<file path="src/rtl/matrix_route_ctrl_pkg.sv">
// Shared definitions for the audio routing matrix control path:
// command opcodes, controller state encoding and the mute source code.
package matrix_route_ctrl_pkg;

  localparam int NUM_IN_DEF  = 9;
  localparam int NUM_OUT_DEF = 11;
  localparam int SELW_DEF    = 4;

  // Source code 0 routes silence to a sink.
  localparam logic [SELW_DEF-1:0] MUTE_SRC = '0;

  typedef enum logic [1:0] {
    OP_WRITE  = 2'b00,
    OP_CLEAR  = 2'b01,
    OP_COMMIT = 2'b10,
    OP_READ   = 2'b11
  } op_e;

  typedef enum logic [1:0] {
    ST_IDLE      = 2'b00,
    ST_WAIT_TICK = 2'b01,
    ST_RESP      = 2'b10
  } state_e;

endpackage

</file>
<file path="src/rtl/matrix_route_ctrl_sel_bank.sv">
// Shadow and active selector register array. Shadow entries are staged by
// write/clear; all active entries copy their shadow in a single commit.
// Sink indices are 1-based; index 0 and indices above NUM_OUT address nothing.
module matrix_sel_bank
  import matrix_route_ctrl_pkg::*;
#(
  parameter int NUM_OUT = NUM_OUT_DEF,
  parameter int SELW    = SELW_DEF
) (
  input  logic                    clk,
  input  logic                    resetn,
  input  logic                    wr_en,
  input  logic [SELW-1:0]         wr_idx,
  input  logic [SELW-1:0]         wr_src,
  input  logic                    clr_en,
  input  logic                    commit_en,
  input  logic [SELW-1:0]         rd_idx,
  output logic [SELW-1:0]         rd_data,
  output logic [NUM_OUT*SELW-1:0] active_flat
);

  logic [SELW-1:0] shadow [1:NUM_OUT];
  logic [SELW-1:0] active [1:NUM_OUT];

  // Shadow staging: clear wins over a write in the same cycle.
  always_ff @(posedge clk or negedge resetn) begin
    if (!resetn) begin
      for (int i = 1; i <= NUM_OUT; i++) shadow[i] <= SELW'(MUTE_SRC);
    end else if (clr_en) begin
      for (int i = 1; i <= NUM_OUT; i++) shadow[i] <= SELW'(MUTE_SRC);
    end else if (wr_en) begin
      for (int i = 1; i <= NUM_OUT; i++)
        if (wr_idx == SELW'(i)) shadow[i] <= wr_src;
    end
  end

  // Active selectors move only on commit, all in the same edge.
  always_ff @(posedge clk or negedge resetn) begin
    if (!resetn) begin
      for (int i = 1; i <= NUM_OUT; i++) active[i] <= SELW'(MUTE_SRC);
    end else if (commit_en) begin
      for (int i = 1; i <= NUM_OUT; i++) active[i] <= shadow[i];
    end
  end

  // Shadow readback; an index that names no sink reads as 0.
  always_comb begin
    rd_data = '0;
    for (int i = 1; i <= NUM_OUT; i++)
      if (rd_idx == SELW'(i)) rd_data = shadow[i];
  end

  // Flatten active selectors for the top level, sink 1 in the low bits.
  always_comb begin
    active_flat = '0;
    for (int i = 1; i <= NUM_OUT; i++)
      active_flat[(i-1)*SELW +: SELW] = active[i];
  end

endmodule

</file>
<file path="src/rtl/matrix_route_ctrl.sv">
// Route command front end for the audio crossbar. Takes WRITE/CLEAR/READ/COMMIT
// over valid/ready, stages routes in the shadow bank and commits them all on the
// first sample tick after a COMMIT, so a patch change never splits a sample.
// Every command returns exactly one response held until rsp_ready.
module matrix_route_ctrl
  import matrix_route_ctrl_pkg::*;
#(
  parameter int NUM_IN  = NUM_IN_DEF,
  parameter int NUM_OUT = NUM_OUT_DEF,
  parameter int SELW    = SELW_DEF
) (
  input  logic            clk,
  input  logic            resetn,
  input  logic            cmd_valid,
  output logic            cmd_ready,
  input  logic [1:0]      cmd_op,
  input  logic [SELW-1:0] cmd_idx,
  input  logic [SELW-1:0] cmd_src,
  output logic            rsp_valid,
  input  logic            rsp_ready,
  output logic [SELW-1:0] rsp_data,
  output logic            rsp_err,
  input  logic            sample_tick,
  output logic            commit_done,
  output logic [SELW-1:0] sel_out1,
  output logic [SELW-1:0] sel_out2,
  output logic [SELW-1:0] sel_out3,
  output logic [SELW-1:0] sel_out4,
  output logic [SELW-1:0] sel_out5,
  output logic [SELW-1:0] sel_out6,
  output logic [SELW-1:0] sel_out7,
  output logic [SELW-1:0] sel_out8,
  output logic [SELW-1:0] sel_out9,
  output logic [SELW-1:0] sel_out10,
  output logic [SELW-1:0] sel_out11
);

  state_e                  state, state_nxt;
  logic                    idx_ok, src_ok;
  logic                    wr_en, clr_en, commit_en;
  logic                    load_rsp, clr_rsp;
  logic [SELW-1:0]         rsp_data_nxt;
  logic                    rsp_err_nxt;
  logic [SELW-1:0]         rd_data;
  logic [NUM_OUT*SELW-1:0] active_flat;

  assign idx_ok    = (cmd_idx != '0) && (cmd_idx <= SELW'(NUM_OUT));
  assign src_ok    = (cmd_src <= SELW'(NUM_IN));
  assign cmd_ready = (state == ST_IDLE);
  assign rsp_valid = (state == ST_RESP);

  matrix_sel_bank #(
    .NUM_OUT (NUM_OUT),
    .SELW    (SELW)
  ) u_bank (
    .clk         (clk),
    .resetn      (resetn),
    .wr_en       (wr_en),
    .wr_idx      (cmd_idx),
    .wr_src      (cmd_src),
    .clr_en      (clr_en),
    .commit_en   (commit_en),
    .rd_idx      (cmd_idx),
    .rd_data     (rd_data),
    .active_flat (active_flat)
  );

  // Controller state register.
  always_ff @(posedge clk or negedge resetn) begin
    if (!resetn) state <= ST_IDLE;
    else         state <= state_nxt;
  end

  // Next state, bank strobes and response capture. cmd_ready equals IDLE, so a
  // valid command seen in IDLE is an accepted one. Ticks outside WAIT_TICK are
  // ignored, which also drops a tick coincident with COMMIT acceptance.
  always_comb begin
    state_nxt    = state;
    wr_en        = 1'b0;
    clr_en       = 1'b0;
    commit_en    = 1'b0;
    load_rsp     = 1'b0;
    clr_rsp      = 1'b0;
    rsp_data_nxt = '0;
    rsp_err_nxt  = 1'b0;
    case (state)
      ST_IDLE: begin
        if (cmd_valid) begin
          case (cmd_op)
            OP_WRITE: begin
              wr_en       = idx_ok && src_ok;
              rsp_err_nxt = !(idx_ok && src_ok);
              load_rsp    = 1'b1;
              state_nxt   = ST_RESP;
            end
            OP_CLEAR: begin
              clr_en    = 1'b1;
              load_rsp  = 1'b1;
              state_nxt = ST_RESP;
            end
            OP_READ: begin
              rsp_data_nxt = rd_data;
              rsp_err_nxt  = !idx_ok;
              load_rsp     = 1'b1;
              state_nxt    = ST_RESP;
            end
            default: state_nxt = ST_WAIT_TICK;
          endcase
        end
      end
      ST_WAIT_TICK: begin
        if (sample_tick) begin
          commit_en = 1'b1;
          load_rsp  = 1'b1;
          state_nxt = ST_RESP;
        end
      end
      ST_RESP: begin
        if (rsp_ready) begin
          clr_rsp   = 1'b1;
          state_nxt = ST_IDLE;
        end
      end
      default: state_nxt = ST_IDLE;
    endcase
  end

  // Response payload, held steady for the whole RESP state.
  always_ff @(posedge clk or negedge resetn) begin
    if (!resetn) begin
      rsp_data <= '0;
      rsp_err  <= 1'b0;
    end else if (load_rsp) begin
      rsp_data <= rsp_data_nxt;
      rsp_err  <= rsp_err_nxt;
    end else if (clr_rsp) begin
      rsp_data <= '0;
      rsp_err  <= 1'b0;
    end
  end

  // One-cycle pulse aligned with the active selector update.
  always_ff @(posedge clk or negedge resetn) begin
    if (!resetn) commit_done <= 1'b0;
    else         commit_done <= commit_en;
  end

  assign sel_out1  = active_flat[ 0*SELW +: SELW];
  assign sel_out2  = active_flat[ 1*SELW +: SELW];
  assign sel_out3  = active_flat[ 2*SELW +: SELW];
  assign sel_out4  = active_flat[ 3*SELW +: SELW];
  assign sel_out5  = active_flat[ 4*SELW +: SELW];
  assign sel_out6  = active_flat[ 5*SELW +: SELW];
  assign sel_out7  = active_flat[ 6*SELW +: SELW];
  assign sel_out8  = active_flat[ 7*SELW +: SELW];
  assign sel_out9  = active_flat[ 8*SELW +: SELW];
  assign sel_out10 = active_flat[ 9*SELW +: SELW];
  assign sel_out11 = active_flat[10*SELW +: SELW];

endmodule

</file>
<file path="config.mk">
export PLATFORM = sky130hd
export DESIGN_NAME = matrix_route_ctrl
export DESIGN_NICKNAME = d
export VERILOG_FILES = /design/src/rtl/matrix_route_ctrl_pkg.sv /design/src/rtl/matrix_route_ctrl_sel_bank.sv /design/src/rtl/matrix_route_ctrl.sv
export SDC_FILE = /design/constraint.sdc
export NUM_CORES = 1
export LEC_CHECK = 0
export ABC_AREA = 1
export BUFFER_PORTS_ARGS = -buffer_cell sky130_fd_sc_hd__buf_4
export CORE_AREA = 8 8 97 99
export CTS_CLUSTER_DIAMETER = 30
export DETAILED_ROUTE_END_ITERATION = 12
export DIE_AREA = 0 0 105 107
export PLACE_DENSITY = 0.89
export SLEW_MARGIN = 30
export SYNTH_ARGS = -nofsm -noshare
export SYNTH_HDL_FRONTEND = slang
export SYNTH_SLANG_ARGS = --single-unit
</file>
<file path="constraint.sdc">
create_clock -name clk -period 1.55 [get_ports clk]
set_input_delay 0.0775 -clock clk [delete_from_list [all_inputs] [get_ports clk]]
set_output_delay 0.0775 -clock clk [all_outputs]
set_load 0.01 [all_outputs]
</file>
==> key figures <==
Power
  • PD cells: 1599 nW/um^2
  • P_leak: 2.837 nW
  • Total power: 8.605 mW
  • Maximum vdd drop: 0.6746 mV

Status
  • Status: finished clean

Floorplanning
  • Chip height: 107 um
  • Total number of placement rows: 33
  • # IOs: 67
  • Starting density of the core: 53.98%
  • Total die area: 11240 sq um
  • Die width: 105 um
  • Core Region: 7928 sq um

Clocking
  • TritonCTS buffer count: 9
  • Clock latency on the worst-skew pair: 0.37 ns
  • # clock sinks: 96
  • CTS HTree Levels: 3
  • Root Driver: clkbuf_8
  • TritonCTS clock tree: done
  • Clock transition at the registers of the reported paths: 0.09 ns
  • Clk buf depth: 2

Timing
  • Tmin final: 1.509 ns
  • Setup-failing EPs final: 0
  • Worst slew pin tran: 0.4721 ns
  • Hold Vio Cnt, Final: 0
  • Final worst-path cycle share: 97.38%
  • RSZ-0062 raised after global routing: yes
  • Clk_skew: 0.006069 ns
  • Max Slew Vio Count: 0
  • Max Clock Freq: 662.6 MHz
  • Worst relative slew slack: 68.41%
  • Final worst slack: 0.04069 ns
  • Hold slack final: 0.02058 ns

Yosys
  • Simple-gate share of the synthesized area: 24.65%
  • Post-synth top area cell: dfrtp_1
  • Avg Inst Size Synth: 8.680 sq um
  • EDFF count, synth: 0
  • Synth warn: 0
  • Post-synthesis sequential area ratio: 56.14%
  • Post-synth cell types: 29
  • Ys async rst share: 100.0%
  • Mux contribution to synthesized area: 0%
  • Synth top area share: 56.14%
  • Largest family of logic cells by synthesized area: simple AND/OR/NAND/NOR gates
  • Synth area leaders: dfrtp_1, nand2_1, o21ai_0, inv_1, a21oi_4
  • XOR/XNOR Fraction of Synth Area: 0%
  • Syn nets: 512
  • Mapped Area: 4279 sq um
  • Main synth FF type: dfrtp_1
  • Post-synthesis compound-gate area fraction: 12.57%
  • Yosys reg bits: 96
  • Post-Synthesis Cells: 493
  • Adder and majority gate portion of the synthesized area: 1.170%

Final layout
  • Register Area: 2402 sq um
  • Layout Nets: 614
  • Filler Cell Count: 677
  • Count of inserted antenna diode cells: 0
  • Post-Layout Inst Area: 5383 sq um
  • Commonest non-fill, non-tap cell in the layout: nand2_1
  • Multi-input logic area: 1662 sq um
  • Layout cells sized above 1: 24.83%
  • Most frequent cells in the layout: nand2_1, dfrtp_1, buf_4, o21ai_0, inv_1
  • Area growth syn-to-layout: 25.79%

Route
  • Via density: 5.279
  • # DRC: 0
  • Routed Antenna Nets: 0
  • Initial DRC Count: 266
  • Routed wire length: 11220 um
  • Pre-antenna DRT Iters: 5
  • Routed len/inst: 15.92 um
  • Vias: 3722

Worst setup path
  • Worst path max stage delay: 0.43 ns
  • CP Cell Sequence: nor2_4, nand4_2, inv_4, buf_4, nand2_2, nand2_4, nand2_1, o21ai_0
  • Crit Path Max Fanout: 6
  • Worst path top cell family by delay: simple AND/OR/NAND/NOR gates
  • Worst path required time: 1.82 ns
  • Arr. time, crit path: 1.78 ns
  • Worst path buffer plus inverter count: 2
  • Setup CP Type: reg2reg
  • CP Launch Type: register
  • CP endpoint kind: register
  • Crit-path slowest cell: dfrtp_1

GRT
  • Gr usage total: 20.51%
  • Initial antenna violation count: 0
  • Largest net degree at the start of global routing: 35
  • Vias in the first global route: 3686
  • Total gr overflow: 0
  • Wire length of the first global-routing pass: 18480 um

Placed design
  • HPWL Detailed: 8521 um
  • Port Buffers: 66
  • Post-Place Worst Slack: 0.04719 ns
  • Placed Area: 5094 sq um
  • Gpl congestion: 0.9747

Worst hold path
  • Worst hold-check path type: in2reg

Job
  • Max cap viols: 0
-- per-layer routing --
layer,track usage [%],share of wire (%),vias up
li1,-,-,1766
met1,26.47,43,1780
met2,32.26,47,155
met3,5.939,7.9,21
met4,7.441,2.1,0
met5,0,0,-
-- Yosys cell counts (2+ instances only) --
| cell type | number |
|---|---|
| nand2_2 | 3 |
| ha_1 | 4 |
| a21oi_1 | 12 |
| nor2_2 | 4 |
| o21ai_1 | 8 |
| o21ai_2 | 2 |
| inv_2 | 6 |
| nor2_4 | 2 |
| dfrtp_1 | 96 |
| nand4_1 | 8 |
| clkbuf_1 | 8 |
| a21oi_4 | 6 |
| inv_1 | 40 |
| nand2_1 | 197 |
| nand2_4 | 5 |
| o21ai_0 | 55 |
| o211ai_1 | 3 |
| nor2_1 | 23 |
-- registers in the layout, indices dropped and copies added (netlist names) --
| signal | cells |
|---|---|
| commit_done | 1 |
| u_bank.active_flat | 44 |
| state | 2 |
| rsp_data | 4 |
| rsp_err | 1 |
| u_bank.shadow | 44 |
-- final cells by class --
type / count / area share, %
clock buffer: 12 / 2.882
clock inverter: 4 / 0.9763
inverter: 47 / 3.371
multi-input combinational: 340 / 30.87
sequential: 96 / 44.63
tap: 105 / 2.441
timing repair buffer: 100 / 14.69
timing repair inverter: 1 / 0.1395
-- tightest hold or removal path, stage by stage --
cell	delay (ns)
buf_4	0.14
nand2_1	0.06
o32ai_1	0.06
-- worst paths after layout --
path | from | to | slack, ns | cells after the start
worst min-delay path | cmd_valid | state[0] | 0.02 | 3
max in group asynchronous | resetn | u_bank.shadow[15] | 0.87 | 3
worst min register to register | u_bank.active_flat[14] | u_bank.active_flat[14] | 0.48 | 2
worst max-delay path | state[0] | u_bank.shadow[5] | 0.04 | 8
min in group asynchronous | resetn | u_bank.active_flat[22] | 0.11 | 2
worst max register to register | state[0] | u_bank.shadow[5] | 0.04 | 8
-- timing repair --
| action | 4_1_cts | 5_1_grt |
|---|---|---|
| endpoints found under the setup margin | 0 | 37 |
| hold endpoints to repair | 98 | 0 |
| setup buffers | 0 | 3 |
| gates resized for setup | 0 | 12 |
| hold buffers | 3 | 0 |
-- kinds of logic after synthesis --
family	after synthesis
compound gates	89
simple gates	247
fa+ha+maj	4
buf+inv	57
flops	96
-- metrics by stage --
step	instances	setup TNS (ns)	utilization [%]
finish	705	0	67.90
global route	705	-0.1666	67.90
CTS	702	0	67.25
detailed placement	683	0	64.25
global placement	683	0	64.25
floorplan	493	0	-
-- where the power goes --
group	switching (mW)	internal, mW	leakage, nW
clock	0.879	0.839	0.107
combinational	1.47	1.26	1.50
sequential	0.665	3.49	1.23
Note: power is estimated with default switching activity, not from simulation.
